### src/rtl/uart_rx_fifo.sv
`default_nettype none
// ---------------------------------------------------------------------------
// Module   : uart_rx_fifo
// Purpose  : Receive-side byte buffer behind the UART receiver. Captures each
//            completed byte on the rising edge of rx_ready, acknowledges it
//            with a one-cycle clear pulse, and stores it in a first-word-
//            fall-through FIFO with a valid/ready output stream. Bytes that
//            arrive while the FIFO is full are dropped, flagged and counted.
// Revision : 1.0 - initial release
// ---------------------------------------------------------------------------
module uart_rx_fifo #(
  parameter int DEPTH = 16
) (
  input  logic                     clk,
  input  logic                     reset_n,
  input  logic [7:0]               rx_data_i,
  input  logic                     rx_ready_i,
  output logic                     rx_ready_clr_o,
  input  logic                     flush_i,
  output logic [7:0]               out_data_o,
  output logic                     out_valid_o,
  input  logic                     out_ready_i,
  output logic [$clog2(DEPTH):0]   count_o,
  output logic                     full_o,
  output logic                     empty_o,
  output logic                     overrun_o,
  input  logic                     overrun_clr_i,
  output logic [7:0]               drop_cnt_o
);

  localparam int                ADDR_W   = $clog2(DEPTH);
  localparam logic [ADDR_W:0]   FULL_CNT = (ADDR_W + 1)'(DEPTH);

  logic [7:0]        mem [DEPTH];
  logic [ADDR_W-1:0] wr_ptr_q, wr_ptr_d;
  logic [ADDR_W-1:0] rd_ptr_q, rd_ptr_d;
  logic [ADDR_W:0]   count_q, count_d;
  logic              rx_ready_q;
  logic              rx_ready_clr_q;
  logic              overrun_q, overrun_d;
  logic [7:0]        drop_cnt_q, drop_cnt_d;

  logic              push_req;
  logic              pop;
  logic              push;
  logic              drop;
  logic              full;
  logic              empty;

  // Status decodes come from the count register only, so out_valid never
  // depends combinationally on out_ready.
  assign full     = (count_q == FULL_CNT);
  assign empty    = (count_q == '0);
  assign push_req = rx_ready_i & ~rx_ready_q;
  assign pop      = ~empty & out_ready_i;
  // A pop in the same cycle frees the slot, so a full FIFO still accepts.
  assign push     = push_req & (~full | pop);
  // A byte arriving during a flush is discarded silently, not as a drop.
  assign drop     = push_req & full & ~pop & ~flush_i;

  // Next-state for pointers, occupancy and overflow bookkeeping.
  always_comb begin
    wr_ptr_d   = wr_ptr_q;
    rd_ptr_d   = rd_ptr_q;
    count_d    = count_q;
    overrun_d  = overrun_q;
    drop_cnt_d = drop_cnt_q;

    if (flush_i) begin
      wr_ptr_d = '0;
      rd_ptr_d = '0;
      count_d  = '0;
    end else begin
      if (push) wr_ptr_d = wr_ptr_q + 1'b1;
      if (pop)  rd_ptr_d = rd_ptr_q + 1'b1;
      if (push && !pop)      count_d = count_q + 1'b1;
      else if (pop && !push) count_d = count_q - 1'b1;
    end

    // Setting wins over clearing: a drop coincident with overrun_clr
    // leaves the flag set and restarts the counter at one.
    if (drop) begin
      overrun_d = 1'b1;
      if (overrun_clr_i)            drop_cnt_d = 8'd1;
      else if (drop_cnt_q != 8'hFF) drop_cnt_d = drop_cnt_q + 8'd1;
    end else if (overrun_clr_i) begin
      overrun_d  = 1'b0;
      drop_cnt_d = 8'd0;
    end
  end

  // Control state registers with synchronous active-low reset.
  always_ff @(posedge clk) begin
    if (!reset_n) begin
      wr_ptr_q       <= '0;
      rd_ptr_q       <= '0;
      count_q        <= '0;
      rx_ready_q     <= 1'b0;
      rx_ready_clr_q <= 1'b0;
      overrun_q      <= 1'b0;
      drop_cnt_q     <= 8'd0;
    end else begin
      wr_ptr_q       <= wr_ptr_d;
      rd_ptr_q       <= rd_ptr_d;
      count_q        <= count_d;
      rx_ready_q     <= rx_ready_i;
      rx_ready_clr_q <= push_req;
      overrun_q      <= overrun_d;
      drop_cnt_q     <= drop_cnt_d;
    end
  end

  // Storage array; contents are intentionally not reset.
  always_ff @(posedge clk) begin
    if (push && !flush_i) mem[wr_ptr_q] <= rx_data_i;
  end

  assign rx_ready_clr_o = rx_ready_clr_q;
  assign out_data_o     = mem[rd_ptr_q];
  assign out_valid_o    = ~empty;
  assign count_o        = count_q;
  assign full_o         = full;
  assign empty_o        = empty;
  assign overrun_o      = overrun_q;
  assign drop_cnt_o     = drop_cnt_q;

endmodule
`default_nettype wire

### config.mk
export PLATFORM = sky130hd
export DESIGN_NAME = uart_rx_fifo
export DESIGN_NICKNAME = d
export VERILOG_FILES = /design/src/rtl/uart_rx_fifo.sv
export SDC_FILE = /design/constraint.sdc
export NUM_CORES = 1
export LEC_CHECK = 0
export CAP_MARGIN = 0
export CORE_ASPECT_RATIO = 0.8
export CORE_MARGIN = 5
export CORE_UTILIZATION = 45
export DETAILED_ROUTE_END_ITERATION = 8
export PLACE_DENSITY = 0.7
export RECOVER_POWER = 50
export SYNTH_ARGS = -nofsm -noshare
export SYNTH_HDL_FRONTEND = slang
export SYNTH_SLANG_ARGS = --single-unit
### constraint.sdc
create_clock -name clk -period 3.1 [get_ports clk]
set_input_delay 0.93 -clock clk [delete_from_list [all_inputs] [get_ports clk]]
set_output_delay 0.93 -clock clk [all_outputs]
set_load 0.02 [all_outputs]
==> results of run 1 <==
critical path, cell delays in order (launching register included):
cell,delay (ns)
dfxtp_4,0.42
buf_12,0.13
buf_16,0.13
mux4_2,0.50
a22oi_2,0.18
nand2_1,0.06
clkdlybuf4s15_2,0.25
through the flow:
stage | setup TNS [ns] | power [mW] | hold WS [ns] | worst slack [ns] | instances
global placement | -0.01539 | 2.849 | 0.4677 | -0.01539 | 614
CTS | -0.05549 | 4.887 | 0.4953 | -0.03838 | 645
global route | -0.007248 | 5.043 | 0.5173 | -0.007248 | 648
detailed placement | -0.1966 | 2.863 | 0.4856 | -0.1015 | 614
finish | 0 | 4.857 | 0.4830 | 0.07982 | 648
floorplan | 0 | 2.647 | 0.4587 | 0.2213 | 375
logic make-up (layout without fill, tap and decap cells):
kind of cell / after synthesis / after routing / share of synthesized area (%)
multiplexers: 36 / 36 / 12.10
flip-flops: 156 / 156 / 70.08
AND/OR/NAND/NOR: 99 / 99 / 8.163
adder cells (fa/ha/maj): 11 / 11 / 2.309
AO/OA/AOI/OAI: 46 / 46 / 5.117
XOR/XNOR: 6 / 6 / 0.8361
buffers and inverters: 21 / 114 / 1.394
path summary, 6_finish.rpt:
| path | end | cells past startpoint |
|---|---|---|
| min reg2reg | overrun_o | 2 |
| max reg2reg | count_o[3] | 10 |
| min | overrun_o | 2 |
| max | out_data_o[3] | 6 |
power breakdown:
part           switching, mW  internal (mW)
logic                  0.262          0.258
registers             0.0293           2.29
clock network          0.774           1.25
layer usage:
metal / vias to the layer above / global-route usage (%) / routed length, um
li1: 1653 / - / -
met1: 1799 / 22.44 / 5654
met4: 0 / 3.964 / 50
met2: 75 / 26.19 / 6308
met3: 7 / 4.785 / 752
met5: - / 0 / 0
cell usage after synthesis (3+ instances only):
cell type  instances  area (um^2)
edfxtp_1         128         3844
mux4_2            32        720.7
dfxtp_1           28        560.5
nor2_1            28        105.1
nand2_1           17        63.81
a22oi_1           16        120.1
ha_1              10        125.1
nand3_1           10        50.05
a21oi_1            8        40.04
clkbuf_1           8        30.03
nand2b_1           8        50.05
buf_1              6        22.52
and2_1             5        31.28
inv_1              5        18.77
nor2b_1            5        31.28
nor3_1             5        25.02
or4_1              5        37.54
mux2i_1            4        40.04
o211ai_1           4        30.03
o21ai_0            4        20.02
xor2_1             4        35.03
nand4_1            3        18.77
sequential cells by signal (all words and copies together) (netlist names), named ones only:
register	count
rd_ptr_q	4
overrun_o	1
count_o	5
rx_ready_clr_o	1
drop_cnt_o	8
rx_ready_q	1
wr_ptr_q	4
mem	128
final cells by class:
| class | count | share of cell area, % |
|---|---|---|
| multi-input combinational | 198 | 23.54 |
| timing repair buffer | 79 | 9.471 |
| sequential | 156 | 56.46 |
| tap | 180 | 2.885 |
| clock buffer | 17 | 5.449 |
| inverter | 5 | 0.2404 |
| clock inverter | 13 | 1.955 |
cells in the final DEF (no fill, tap or decap), types with 2 or more instances in the layout:
cell type	n
inv_1	5
mux2i_1	4
clkinvlp_4	5
buf_2	5
clkinv_1	3
nand3b_1	2
dlygate4sd3_1	14
buf_12	4
buf_4	26
a21oi_1	8
nand3_1	10
xor2_1	4
bufinv_16	3
nor2_1	28
xnor2_1	2
edfxtp_1	128
o21ai_0	5
or4_1	5
nand4_1	3
mux4_2	32
and2_1	5
or3_1	2
nor2b_1	5
nand2_1	17
a22oi_2	10
clkbuf_1	6
clkbuf_2	2
clkdlybuf4s50_1	17
nand4b_1	2
a22oi_1	6
dfxtp_1	27
clkbuf_16	19
nor3_1	5
ha_1	10
nor4_1	2
nand2b_1	8
o211ai_1	4
a31o_2	2
what timing repair did:
item,CTS,global route
cloned,1,2
setup endpoints to repair,8,8
buffers inserted,0,1
pin swaps,0,0
resized for setup,25,16
==> metrics.md, run 1 <==
| Metric | Value |
|---|---|
| DIE WIDTH | 142.1 um |
| DRT Pass-1 Iters | 4 |
| Vias in the first global route | 3635 |
| FF+latch count, synth | 156 |
| Synth-to-Final Area Change | 24.23% |
| Worst Tran Pin Value | 0.6382 ns |
| Clock transition at the registers of the reported paths | 0.06 ns |
| TritonCTS clock tree | built |
| Post-DP Area | 7141 um^2 |
| Clock Latency Late Sink | 0.41 ns |
| Leakage | 2.598 nW |
| Chip height | 115.7 um |
| Post-synth top flop | edfxtp_1 |
| Area of the multi-input gates | 1838 um^2 |
| Final core occ | 57.22% |
| WS Path Type | flop to primary output |
| DRT iter0 DRCs | 194 |
| EDFF count, synth | 128 |
| Synth Cell Area | 6285 um^2 |
| Num CTS Buffers | 17 |
| Worst Path Arrival | 2.09 ns |
| Post-Syn Instances | 375 |
| IO Port Bufs | 39 |
| Core Rows | 38 |
| FF/Latch Area | 4408 um^2 |
| Initial Util | 46.06% |
| Hold_buf cts | 0 |
| Status | completed |
| Startpoint Class | flop |
| Req. time, crit path | 2.17 ns |
| Detail Route Antenna Nets | 0 |
| Final min period | 3.020 ns |
| PD cells | 622.1 nW/um^2 |
| ANT cells | 0 |
| Max Clock Skew | 0.006054 ns |
| Final Hold Fails | 0 |
| Post-Syn Nets | 400 |
| Via density | 5.454 |
| Final Max Tran Viols | 0 |
| Final critical-path share of the clock period | 97.43% |
| Worst Path Max Fanout | 5 |
| Design area | 7807 um^2 |
| CTS Sinks | 156 |
| Synth warn | 0 |
| Peak supply drop | 0.3786 mV |
| CP Capture Type | primary output |
| Netlist cell types | 49 |
| Initial antenna violation count | 0 |
| Die ar. | 16440 um^2 |
| Sequential area share after synthesis | 70.08% |
| Reg-to-Reg Start | count_o[0] |
| Core box area | 13650 um^2 |
| Global-route usage over all layers | 16.38% |
| HP Class | flop to flop |
| Post-DP HPWL | 8220 um |
| Syn Area/Cell | 16.76 um^2 |
| Final Wtd Congestion | 0.7827 |
| CTS H-tree depth | 4 |
| Worst-case clock buffer depth | 2 |
| Largest net degree at the start of global routing | 33 |
| Worst slew margin | 57.46% |
| Global-route wire length before repair | 20020 um |
| Setup slack on the worst flop-to-flop path | 0.27 ns |
| Max Cap Viol | 0 |
| Final nets | 482 |
| Wire per inst | 19.70 um |
| Fill cells | 1047 |
| DRC | 0 |
| Clock root buffer | clkbuf_16 |
| Final wirelength | 12770 um |
| Final setup viols | 0 |
| Total gr overflow | 0 |
| Hold_sp | overrun_o |
| # IOs | 40 |
| Fmax achieved | 331.1 MHz |
| Routed vias | 3534 |
| Post-synth ARST share | 0% |
| Layout cells sized above 1 | 25.00% |
No activity file was read; power rests on OpenSTA's default activity.
==> run 2: changes to the inputs <==
--- a/config.mk
+++ b/config.mk
@@ -5,13 +5,14 @@
 export SDC_FILE = /design/constraint.sdc
 export NUM_CORES = 1
 export LEC_CHECK = 0
-export CAP_MARGIN = 0
+export CAP_MARGIN = 30
 export CORE_ASPECT_RATIO = 0.8
 export CORE_MARGIN = 5
 export CORE_UTILIZATION = 45
 export DETAILED_ROUTE_END_ITERATION = 8
 export PLACE_DENSITY = 0.7
 export RECOVER_POWER = 50
+export REMOVE_ABC_BUFFERS = 1
 export SYNTH_ARGS = -nofsm -noshare
 export SYNTH_HDL_FRONTEND = slang
 export SYNTH_SLANG_ARGS = --single-unit
==> run 2 against run 1 <==
  * Combinational power decreased by 6.2%
  * Count of clock-buffer cells in the layout unchanged
  * Clock skew about the same
  * Final area decreased by 0.72%
  * Sequential power about the same
  * Worst setup slack got worse by 0.020 ns
  * Critical path type unchanged
  * Largest power group unchanged
==> metrics.md, run 2 (same netlist as run 1, synthesis figures left out) <==
| Metric | Value |
|---|---|
| Top Usage Layer GRT | met2 |
| IO Port Bufs | 39 |
| Worst slew margin | 57.44% |
| Biggest register | mem |
| Final wirelength | 12670 um |
| DRT iter0 DRCs | 237 |
| Area of the multi-input gates | 1838 um^2 |
| Number of flip-flops in the largest register | 128 |
| Combinational power share | 10.0% |
| Final Wtd Congestion | 0.7799 |
| WS Path Type | flop to primary output |
| Fmax achieved | 329.0 MHz |
| Core Rows | 38 |
| Chip height | 115.7 um |
| Req. time, crit path | 2.17 ns |
| Commonest cells after routing, fill and taps aside | edfxtp_1 (128), mux4_2 (32), nor2_1 (28), dfxtp_1 (27), buf_4 (26) |
| Status | completed |
| Detail Route Antenna Nets | 0 |
| Critical-path cell list | buf_4 -> mux4_2 -> a22oi_1 -> nand2_1 -> buf_2 |
| Setup slack on the worst flop-to-flop path | 0.33 ns |
| M1 GR Usage | 22.08% |
| Final Hold Fails | 0 |
| Via density | 5.488 |
| HP Class | flop to flop |
| GRT met3 Usage | 3.878% |
| Leakage | 2.595 nW |
| Worst Tran Pin Value | 0.6384 ns |
| PD cells | 628.3 nW/um^2 |
| CP Capture Point | out_data_o[0] |
| TritonCTS clock tree | built |
| Fill cells | 1026 |
| Final setup viols | 0 |
| Total gr overflow | 0 |
| Max stage delay cell, worst path | mux4_2 |
| DRC | 0 |
| Unrepaired setup endpoints after global routing | no |
| Worst Path Arrival | 2.11 ns |
| Initial antenna violation count | 0 |
| Reg-to-Reg Start | count_o[0] |
| ANT cells | 0 |
| Worst-case clock buffer depth | 2 |
| Synth-to-Final Area Change | 23.33% |
| FF/Latch Area | 4408 um^2 |
| Worst Path Max Fanout | 5 |
| Core box area | 13650 um^2 |
| CP Capture Type | primary output |
| Most common cell after layout, fill and taps aside | edfxtp_1 |
| Num CTS Buffers | 17 |
| Sw frac | 22.28% |
| Max Cap Viol | 0 |
| Global-route wire length before repair | 19730 um |
| # IOs | 40 |
| M2 GR Usage | 26.38% |
| Reg power frac | 47.6% |
| Final nets | 478 |
| Switching Power | 1.085 mW |
| Final core occ | 56.80% |
| Clock root buffer | clkbuf_16 |
| Wire per inst | 19.61 um |
| Clock transition at the registers of the reported paths | 0.06 ns |
| CTS Sinks | 156 |
| Max Clock Skew | 0.006042 ns |
| Critical R2R Capture | count_o[4] |
| Routed vias | 3545 |
| R2R cell count | 9 |
| Global-route usage over all layers | 16.50% |
| Clk pwr share | 42.4% |
| Final min period | 3.040 ns |
| Hold_sp | overrun_o |
| DRT Pass-1 Iters | 4 |
| Die ar. | 16440 um^2 |
| Layout cells sized above 1 | 25.54% |
| Clock Latency Late Sink | 0.42 ns |
| Post-DP HPWL | 7885 um |
| Initial Util | 46.06% |
| Final Max Tran Viols | 0 |
| Total negative slack | 0 ns |
| Largest net degree at the start of global routing | 33 |
| Vias in the first global route | 3605 |
| Final critical-path share of the clock period | 98.06% |
| Max stage delay on crit path | 0.51 ns |
| Peak supply drop | 0.4042 mV |
| DIE WIDTH | 142.1 um |
| Internal power | 3.785 mW |
| Startpoint Class | flop |
| CTS H-tree depth | 4 |
-- run 2: cell count changes in the layout (fill, tap and decap cells not counted), moves of 2 or more --
cell        delta
clkinvlp_4     -2
clkinv_1       -3
clkbuf_2       +2
buf_2          -2
clkinv_2       +4
inv_6          +2
-- run 2: layout make-up --
type                            instances  share of cell area (%)
Clock buffer                           17                   5.488
Clock inverter                         15                   2.228
Inverter                                5                  0.2421
Tap cell                              180                   2.906
Multi-Input combinational cell        198                   23.71
Timing Repair Buffer                   75                   8.555
Sequential cell                       156                   56.87
-- run 2: power groups by stage --
stage                     clock network [mW]  logic (mW)  registers (mW)
after floorplan                            0       0.254            2.39
after global placement                     0       0.478            2.36
after detailed placement                   0       0.490            2.36
after CTS                               2.11       0.491            2.31
after global routing                    2.20       0.533            2.32
final                                   2.07       0.488            2.32
-- run 2: metal layers --
metal  part of all wire (%)  vias up
met1                     43     1796
met2                     50       91
met5                      0        -
met3                    6.0       11
met4                    1.3        0
li1                       -     1647
-- run 2: worst max-delay path: cells and delay by family, from the launching register on --
| kind | cells | cell delay [ns] |
|---|---|---|
| mux | 1 | 0.51 |
| compound gates | 1 | 0.30 |
| flops | 1 | 0.40 |
| simple gates | 1 | 0.11 |
| buf+inv | 2 | 0.37 |
-- run 2: stage by stage --
| stage | hold slack (ns) | instances | power (mW) | setup WS, ns | instance area [um^2] |
|---|---|---|---|---|---|
| after floorplan | 0.4587 | 359 | 2.640 | -0.2613 | 6216 |
| after global placement | 0.4652 | 611 | 2.835 | -0.008573 | 7106 |
| after detailed placement | 0.4827 | 611 | 2.848 | -0.07166 | 7106 |
| after CTS | 0.4913 | 643 | 4.913 | -0.02906 | 7737 |
| after global routing | 0.5287 | 646 | 5.056 | 0.007661 | 7751 |
| final | 0.4782 | 646 | 4.870 | 0.06027 | 7751 |
-- run 2: repair_timing --
action	CTS	global route
hold buffers	0	0
setup endpoints to repair	8	7
resized for setup	30	11
setup buffers	0	2
pin swaps	3	2
cloned	0	1
hold endpoints to repair	0	0
-- run 2: worst min-delay path by stage --
| stage | endpoint | cells past startpoint |
|---|---|---|
| 2_1_floorplan | flop | 2 |
| 3_3_place_gp | overrun_o | 2 |
| 3_5_place_dp | overrun_o | 2 |
| 5_1_grt | overrun_o | 2 |
| 6_report | overrun_o | 2 |
| 4_1_cts | overrun_o | 2 |
